===== config.mk =====
export PLATFORM = sky130hd
export DESIGN_NAME = axil_lfsr_streamer
export DESIGN_NICKNAME = d
export VERILOG_FILES = /design/src/rtl/axil_lfsr_streamer.sv
export SDC_FILE = /design/constraint.sdc
export NUM_CORES = 1
export LEC_CHECK = 0
export BUFFER_PORTS_ARGS = -buffer_cell sky130_fd_sc_hd__buf_2
export CAP_MARGIN = 15
export CELL_PAD_IN_SITES_DETAIL_PLACEMENT = 1
export CELL_PAD_IN_SITES_GLOBAL_PLACEMENT = 2
export CORE_MARGIN = 2
export CORE_UTILIZATION = 36
export CTS_BUF_LIST = sky130_fd_sc_hd__clkbuf_8
export DETAILED_ROUTE_END_ITERATION = 12
export GPL_TIMING_DRIVEN = 0
export PLACE_DENSITY = 0.86
export SYNTH_ARGS = -nofsm -noshare
export SYNTH_HDL_FRONTEND = slang
export SYNTH_SLANG_ARGS = --single-unit
export TNS_END_PERCENT = 10

===== constraint.sdc =====
create_clock -name aclk -period 3.17 [get_ports aclk]
set_input_delay 0.4755 -clock aclk [delete_from_list [all_inputs] [get_ports aclk]]
set_output_delay 0.4755 -clock aclk [all_outputs]
set_load 0.1 [all_outputs]

===== src/rtl/axil_lfsr_streamer.sv =====
// axil_lfsr_streamer: AXI-Lite configured LFSR pattern generator feeding an
// AXI-Stream master. Supports Fibonacci/Galois stepping, a programmable beat
// count with TLAST, continuous mode, STOP/abort and progress readback.
// COUNT and SENT are 32-bit registers, so C_AXIL_DATA_WIDTH must be >= 32.
// The register decode uses addr[4:2], so C_AXIL_ADDR_WIDTH must be >= 5.
module axil_lfsr_streamer #(
  parameter int                    C_AXIL_ADDR_WIDTH = 5,
  parameter int                    C_AXIL_DATA_WIDTH = 32,
  parameter int                    LFSR_WIDTH        = 16,
  parameter logic [LFSR_WIDTH-1:0] TAPS_RESET        = 16'hB400
) (
  input  logic                         aclk,
  input  logic                         aresetn,
  // AXI-Lite write address / data / response
  input  logic [C_AXIL_ADDR_WIDTH-1:0] s_axi_awaddr,
  input  logic                         s_axi_awvalid,
  output logic                         s_axi_awready,
  input  logic [C_AXIL_DATA_WIDTH-1:0] s_axi_wdata,
  input  logic                         s_axi_wvalid,
  output logic                         s_axi_wready,
  output logic [1:0]                   s_axi_bresp,
  output logic                         s_axi_bvalid,
  input  logic                         s_axi_bready,
  // AXI-Lite read address / data
  input  logic [C_AXIL_ADDR_WIDTH-1:0] s_axi_araddr,
  input  logic                         s_axi_arvalid,
  output logic                         s_axi_arready,
  output logic [C_AXIL_DATA_WIDTH-1:0] s_axi_rdata,
  output logic [1:0]                   s_axi_rresp,
  output logic                         s_axi_rvalid,
  input  logic                         s_axi_rready,
  // AXI-Stream master
  output logic [C_AXIL_DATA_WIDTH-1:0] m_axis_tdata,
  output logic                         m_axis_tvalid,
  input  logic                         m_axis_tready,
  output logic                         m_axis_tlast
);

  localparam int DW = C_AXIL_DATA_WIDTH;
  localparam int LW = LFSR_WIDTH;

  // Register word indices (addr[4:2]); indices 6 and 7 are unmapped.
  localparam logic [2:0] REG_CTRL   = 3'd0;
  localparam logic [2:0] REG_STATUS = 3'd1;
  localparam logic [2:0] REG_SEED   = 3'd2;
  localparam logic [2:0] REG_TAPS   = 3'd3;
  localparam logic [2:0] REG_COUNT  = 3'd4;
  localparam logic [2:0] REG_SENT   = 3'd5;

  localparam logic [1:0] RESP_OKAY   = 2'b00;
  localparam logic [1:0] RESP_SLVERR = 2'b10;

  // Stream FSM states
  localparam logic [1:0] ST_IDLE = 2'd0;
  localparam logic [1:0] ST_RUN  = 2'd1;
  localparam logic [1:0] ST_STOP = 2'd2;

  // One LFSR advance in either topology.
  function automatic logic [LW-1:0] lfsr_step(input logic [LW-1:0] s,
                                              input logic [LW-1:0] taps,
                                              input logic          galois);
    logic [LW-1:0] r;
    if (galois) begin
      r = (s >> 1) ^ (s[0] ? taps : '0);
    end else begin
      r = {s[LW-2:0], ^(s & taps)};
    end
    return r;
  endfunction

  // ---------------------------------------------------------------------
  // AXI-Lite write channel
  // ---------------------------------------------------------------------
  logic          awready_q, wready_q;
  logic          aw_cap_q, w_cap_q;
  logic [2:0]    awidx_q;
  logic [DW-1:0] wdata_q;
  logic          bvalid_q;
  logic [1:0]    bresp_q;
  logic          aw_hs, w_hs, do_write;

  assign aw_hs    = awready_q & s_axi_awvalid;
  assign w_hs     = wready_q & s_axi_wvalid;
  // Both halves of the write are in hand and no response is pending.
  assign do_write = aw_cap_q & w_cap_q & ~bvalid_q;

  // Capture AW and W independently, then issue one response per write.
  always_ff @(posedge aclk or negedge aresetn) begin
    if (!aresetn) begin
      awready_q <= 1'b0;
      wready_q  <= 1'b0;
      aw_cap_q  <= 1'b0;
      w_cap_q   <= 1'b0;
      awidx_q   <= '0;
      wdata_q   <= '0;
      bvalid_q  <= 1'b0;
      bresp_q   <= RESP_OKAY;
    end else begin
      awready_q <= s_axi_awvalid & ~aw_cap_q & ~awready_q & ~bvalid_q;
      wready_q  <= s_axi_wvalid & ~w_cap_q & ~wready_q & ~bvalid_q;
      if (aw_hs) begin
        aw_cap_q <= 1'b1;
        awidx_q  <= s_axi_awaddr[4:2];
      end else if (do_write) begin
        aw_cap_q <= 1'b0;
      end
      if (w_hs) begin
        w_cap_q <= 1'b1;
        wdata_q <= s_axi_wdata;
      end else if (do_write) begin
        w_cap_q <= 1'b0;
      end
      if (do_write) begin
        bvalid_q <= 1'b1;
        bresp_q  <= (awidx_q > REG_SENT) ? RESP_SLVERR : RESP_OKAY;
      end else if (bvalid_q && s_axi_bready) begin
        bvalid_q <= 1'b0;
      end
    end
  end

  assign s_axi_awready = awready_q;
  assign s_axi_wready  = wready_q;
  assign s_axi_bvalid  = bvalid_q;
  assign s_axi_bresp   = bresp_q;

  // CTRL pulses; STOP takes priority over a simultaneous START.
  logic ctrl_wr, start_req, stop_req;
  assign ctrl_wr   = do_write & (awidx_q == REG_CTRL);
  assign start_req = ctrl_wr & wdata_q[0] & ~wdata_q[1];
  assign stop_req  = ctrl_wr & wdata_q[1];

  // ---------------------------------------------------------------------
  // Configuration registers
  // ---------------------------------------------------------------------
  logic          mode_q, cont_q;
  logic [LW-1:0] seed_q, taps_q;
  logic [31:0]   count_q;

  // Software-visible configuration; running bursts use their own copies.
  always_ff @(posedge aclk or negedge aresetn) begin
    if (!aresetn) begin
      mode_q  <= 1'b0;
      cont_q  <= 1'b0;
      seed_q  <= {{(LW-1){1'b0}}, 1'b1};
      taps_q  <= TAPS_RESET;
      count_q <= '0;
    end else if (do_write) begin
      case (awidx_q)
        REG_CTRL: begin
          mode_q <= wdata_q[2];
          cont_q <= wdata_q[3];
        end
        REG_SEED:  seed_q  <= wdata_q[LW-1:0];
        REG_TAPS:  taps_q  <= wdata_q[LW-1:0];
        REG_COUNT: count_q <= wdata_q[31:0];
        default: ;
      endcase
    end
  end

  // ---------------------------------------------------------------------
  // Stream FSM
  // ---------------------------------------------------------------------
  logic [1:0]    state_q, state_d;
  logic [LW-1:0] lfsr_q, lfsr_d;
  logic [31:0]   sent_q, sent_d;
  logic          done_q, done_d;
  logic          aborted_q, aborted_d;
  logic          wmode_q, wmode_d;
  logic          wcont_q, wcont_d;
  logic [LW-1:0] wtaps_q, wtaps_d;
  logic [31:0]   wcount_q, wcount_d;
  logic          busy, tvalid, beat_hs, is_last;

  assign busy    = (state_q != ST_IDLE);
  assign tvalid  = busy;
  assign beat_hs = tvalid & m_axis_tready;
  assign is_last = ~wcont_q & (sent_q == (wcount_q - 32'd1));

  // Next-state logic: burst start, beat accounting and stop handling.
  always_comb begin
    state_d   = state_q;
    lfsr_d    = lfsr_q;
    sent_d    = sent_q;
    done_d    = done_q;
    aborted_d = aborted_q;
    wmode_d   = wmode_q;
    wcont_d   = wcont_q;
    wtaps_d   = wtaps_q;
    wcount_d  = wcount_q;
    case (state_q)
      ST_IDLE: begin
        if (start_req) begin
          done_d    = 1'b0;
          aborted_d = 1'b0;
          sent_d    = '0;
          if (!wdata_q[3] && (count_q == 32'd0)) begin
            // Empty burst: completes immediately without any beat.
            done_d = 1'b1;
          end else begin
            state_d  = ST_RUN;
            lfsr_d   = (seed_q == '0) ? {{(LW-1){1'b0}}, 1'b1} : seed_q;
            wmode_d  = wdata_q[2];
            wcont_d  = wdata_q[3];
            wtaps_d  = taps_q;
            wcount_d = count_q;
          end
        end
      end
      ST_RUN: begin
        if (beat_hs) begin
          sent_d = sent_q + 32'd1;
          lfsr_d = lfsr_step(lfsr_q, wtaps_q, wmode_q);
          if (is_last) begin
            state_d = ST_IDLE;
            done_d  = 1'b1;
          end else if (stop_req) begin
            // The presented beat was taken in the same cycle as STOP.
            state_d   = ST_IDLE;
            aborted_d = 1'b1;
          end
        end else if (stop_req) begin
          state_d = ST_STOP;
        end
      end
      ST_STOP: begin
        if (beat_hs) begin
          sent_d    = sent_q + 32'd1;
          lfsr_d    = lfsr_step(lfsr_q, wtaps_q, wmode_q);
          state_d   = ST_IDLE;
          aborted_d = 1'b1;
          done_d    = 1'b0;
        end
      end
      default: state_d = ST_IDLE;
    endcase
  end

  // FSM and working-copy registers.
  always_ff @(posedge aclk or negedge aresetn) begin
    if (!aresetn) begin
      state_q   <= ST_IDLE;
      lfsr_q    <= '0;
      sent_q    <= '0;
      done_q    <= 1'b0;
      aborted_q <= 1'b0;
      wmode_q   <= 1'b0;
      wcont_q   <= 1'b0;
      wtaps_q   <= '0;
      wcount_q  <= '0;
    end else begin
      state_q   <= state_d;
      lfsr_q    <= lfsr_d;
      sent_q    <= sent_d;
      done_q    <= done_d;
      aborted_q <= aborted_d;
      wmode_q   <= wmode_d;
      wcont_q   <= wcont_d;
      wtaps_q   <= wtaps_d;
      wcount_q  <= wcount_d;
    end
  end

  assign m_axis_tvalid = tvalid;
  assign m_axis_tlast  = tvalid & is_last;

  generate
    if (DW > LW) begin : g_tdata_ext
      assign m_axis_tdata = {{(DW-LW){1'b0}}, lfsr_q};
    end else begin : g_tdata_full
      assign m_axis_tdata = lfsr_q;
    end
  endgenerate

  // ---------------------------------------------------------------------
  // AXI-Lite read channel
  // ---------------------------------------------------------------------
  logic          arready_q, rvalid_q;
  logic [DW-1:0] rdata_q;
  logic [1:0]    rresp_q;
  logic [DW-1:0] rd_data;
  logic          rd_err;
  logic          ar_hs;

  assign ar_hs = arready_q & s_axi_arvalid;

  // Read mux over the register file; unmapped words read as zero.
  always_comb begin
    rd_data = '0;
    rd_err  = 1'b0;
    case (s_axi_araddr[4:2])
      REG_CTRL:   rd_data[3:2]    = {cont_q, mode_q};
      REG_STATUS: rd_data[2:0]    = {aborted_q, done_q, busy};
      REG_SEED:   rd_data[LW-1:0] = seed_q;
      REG_TAPS:   rd_data[LW-1:0] = taps_q;
      REG_COUNT:  rd_data[31:0]   = count_q;
      REG_SENT:   rd_data[31:0]   = sent_q;
      default:    rd_err          = 1'b1;
    endcase
  end

  // Accept one read at a time and hold the data until it is taken.
  always_ff @(posedge aclk or negedge aresetn) begin
    if (!aresetn) begin
      arready_q <= 1'b0;
      rvalid_q  <= 1'b0;
      rdata_q   <= '0;
      rresp_q   <= RESP_OKAY;
    end else begin
      arready_q <= s_axi_arvalid & ~arready_q & ~rvalid_q;
      if (ar_hs) begin
        rvalid_q <= 1'b1;
        rdata_q  <= rd_data;
        rresp_q  <= rd_err ? RESP_SLVERR : RESP_OKAY;
      end else if (rvalid_q && s_axi_rready) begin
        rvalid_q <= 1'b0;
      end
    end
  end

  assign s_axi_arready = arready_q;
  assign s_axi_rvalid  = rvalid_q;
  assign s_axi_rdata   = rdata_q;
  assign s_axi_rresp   = rresp_q;

  // Byte-lane address bits carry no meaning for full-word registers.
  logic unused_addr_bits;
  assign unused_addr_bits = ^{s_axi_awaddr, s_axi_araddr};

endmodule


==> results.md <==
* Outcome: finished with violations
* Failing checks: setup timing
* Worst-path clk slew at ~0.060 ns
* PnR Total Power at 13,900 µW
* Max_slew headroom at a little over a third
* Cell Count, Final, Fillers Out at 1,816
* Yosys reg bits at 244
* Mapped cell area at approximately 0.012 mm²
* Final wirelength at 39,800 µm
* Clock sink count at 244
* Max Cap Viol at 0
* Largest net degree at the start of global routing at a little under 100
* Core area at 0.0337 mm²
* Distinct cells, synth at 65
* Initial antenna violation count at 0
* Via density at 5.44
* Synth area leader: dfrtp_1
* Total iterations of the first detailed-routing run at 5
* Hold Fails Final Rpt at 0
* Slack of the critical path at -0.985 ns
* CTS buffer count at 42
* Critical Path Sink Type: output pin
* Cells after Synth at 1,161
* Clk buf depth at 3
* Asr flop ratio synth at 100%
* GRT Overall Usage at 22.4%
* Worst Path Required at about 2.7 ns
* CTS root buf: clkbuf_8
* Main area contributors after synthesis: dfrtp_1 (48%), mux2_2 (14%), xnor2_1 (3.5%)
* Chip width at 189 µm
* CTS tree: built
* PwrDens at 945 mW/mm²
* # DRC at 0
* Fmax at 0.241 GHz
* Starting Density at around 37%
* Share of layout cells above drive strength 1 at 28.7%
* Critical Path Source Type: flip-flop
* Worst-Skew Late Latency at ~0.58 ns
* Critical Path AT at about 3.7 ns
* Worst-path fanout max at 4
* Crit path cell chain: inv_2, ha_4, or4b_4, or4_4, xnor2_2, nor4_2, nand4b_1, a2111oi_4, buf_4, and3_4, and2_4, buf_12
* Sequential cell area at 0.00611 mm²
* Antenna diode count at 0
* Hold_ws at 0.102 ns
* First-pass GRT wire length at between 60,000 and 70,000 µm
* Routed Antenna Nets at 0
* DR WL/cell at 21.9 µm
* Placed cell count at 1,727
* DR iter-0 viols at about 630
* DIE AREA at 0.0359 mm²
* Maximum vdd drop at 0.809 mV
* Tmin final at ~4.2 ns
* Number of global-route vias before repair at 10,442
* Max Slew Vio Count at 0
* Synth Flop Type: dfrtp_1
* Worst min-delay path category: input pin to flip-flop
* Die Height at between 150 and 200 µm
* Fin Clk Skew at roughly 0.04 ns
* Routability cong. at slightly below 0.9
* Top Ports at 125
* Fillers at 3,793
* GR Overflow Total at 0
* Slowest stage delay, CP at around 0.47 ns
* Synth Area per Inst at 10.7 µm²
* Crit Path Category: flip-flop to output pin
* Setup repair after global routing missed its margin: true
* Via count at 9,870
* Post-DP HPWL at ~29,000 µm
* Static leakage at 0.00677 µW
* Htree depth at 2
* Sequential fraction of the synthesis area at 49.4%
* Tightest Pin Transition at 0.955 ns
* Final period util at 131%
* Multi-input gate area at about 0.0060 mm²
* Yosys warnings at 0
* Number of flops mapped to enable cells by yosys at 0
* Top cell type's share of synthesized area at 48.3%
* Synthesis-to-finish area growth at 18.7%
* Final Setup Violations at 4
* Port buffer count at slightly below 100
* Nets at around 1,400
* Row Count at 67
* Worst path slowest cell: or4b_4
## registers in the layout (all words and copies together) (netlist names), 2 cells and up
register,cells
wdata_q,32
s_axi_rdata,32
seed_q,16
sent_q,32
awidx_q,3
count_q,32
taps_q,16
wcount_q,32
lfsr_q,16
state_q,2
wtaps_q,16
## cell usage after synthesis (all sizes together) (6+ instances only)
cell and number:
nand3 15, and3 10, o31ai 6, mux2 156, or4 7, nand3b 7, nand4 15, buf 38
xor2 37, a31oi 7, dfrtp 239, mux2i 11, clkbuf 44, nor3 21, a21oi 53, nor4 25
or3 19, a22o 14, nand2 110, inv 22, a22oi 25, nor2 74, a221oi 16, nor2b 9
o21ai 63, xnor2 49
## per-layer routing
| metal | GRT usage, % | part of all wire (%) | routed length (µm) |
|---|---|---|---|
| met2 | 38.5 | 49 | 19500 |
| met4 | 5.78 | 2.3 | 934 |
| met5 | 0 | 0 | 0 |
| met1 | 29.6 | 45 | 17800 |
| met3 | 3.23 | 4.0 | 1580 |
## where the power goes
part | internal [µW] | total (µW) | switching [µW]
combinational | 1910 | 5500 | 3590
sequential | 4080 | 5420 | 1340
clock | 1630 | 2960 | 1340
## final timing paths
check / from / endpoint / slack, ns / cells after the start
max in group asynchronous: aresetn / taps_q[13]$_DFFE_PN1P_ / 1.42 / 4
min reg2reg: s_axi_rvalid$_DFFE_PN0P_ / s_axi_arready$_DFF_PN0_ / 0.45 / 1
min in group asynchronous: aresetn / sent_q[27]$_DFFE_PN0P_ / 0.43 / 2
max reg2reg: wcount_q[0]$_DFFE_PN0P_ / aborted_q$_DFFE_PN0P_ / -0.06 / 13
min: s_axi_bready / s_axi_bvalid$_DFFE_PN0P_ / 0.10 / 2
max: wcount_q[0]$_DFFE_PN0P_ / m_axis_tlast / -0.98 / 12
## stage by stage
stage               setup slack (ns)  instance area (µm²)  util (%)  TNS, ns
finish                        -0.985                14700      43.6    -1.14
detailed placement             -1.44                13600      40.3    -9.95
floorplan                     -0.337                12500         -   -0.337
global route                   -1.13                14700      43.6    -2.42
global placement               -2.81                13500      40.1  -680.13
CTS                            -1.04                14600      43.5    -1.07
## cell type report
type / count / area share [%]
flip-flops and latches: 244 / 41.6
multi-input cells: 830 / 40.8
clock buffers: 51 / 4.78
repair buffers: 114 / 4.62
well taps: 448 / 3.81
plain buffers: 81 / 2.62
clock inverters: 26 / 1.16
inverters: 22 / 0.562
## cell usage in the layout, fill, tap and decap left out, drive strengths merged, types with 5 or more instances in the layout
cell    count
nor3b       5
clkbuf     94
or4         7
buf       151
a22oi      25
o31ai       6
mux2      156
ha          5
nor2       74
nand2     110
nand4      15
nand3b      7
xnor2      49
a221oi     16
mux2i      11
nor3       21
dfrtp     239
xor2       37
a31oi       7
and3       10
a21oi      53
nor4b       5
conb       18
o21ai      63
inv        40
nor2b       9
or3        19
nand3      15
and2        5
a22o       14
nand2b      5
nor4       25
dfstp       5
## critical path, delay by kind of cell (launching register included)
family / cells / cell delay, ns
xor+xnor: 1 / 0.15
buf+inv: 3 / 0.43
flops: 1 / 0.42
compound gates: 1 / 0.20
simple gates: 6 / 1.74
fa+ha+maj: 1 / 0.14
## logic make-up after synthesis
logic type | synth area share [%]
AO/OA/AOI/OAI | 10.8
adder cells (fa/ha/maj) | 0.505
multiplexers | 15.1
buffers and inverters | 3.77
flip-flops | 49.4
other | 0.0303
AND/OR/NAND/NOR | 14.4
XOR/XNOR | 6.08
## timing repair
| action | CTS | global route |
|---|---|---|
| hold buffers | 1 | 0 |
| resized for setup | 28 | 5 |
| endpoints found under the hold margin | 61 | 0 |
| buffers inserted | 8 | 4 |
| endpoints found under the setup margin | 50 | 20 |
| pin swaps | 8 | 5 |
(Power assumes the default switching activity.)
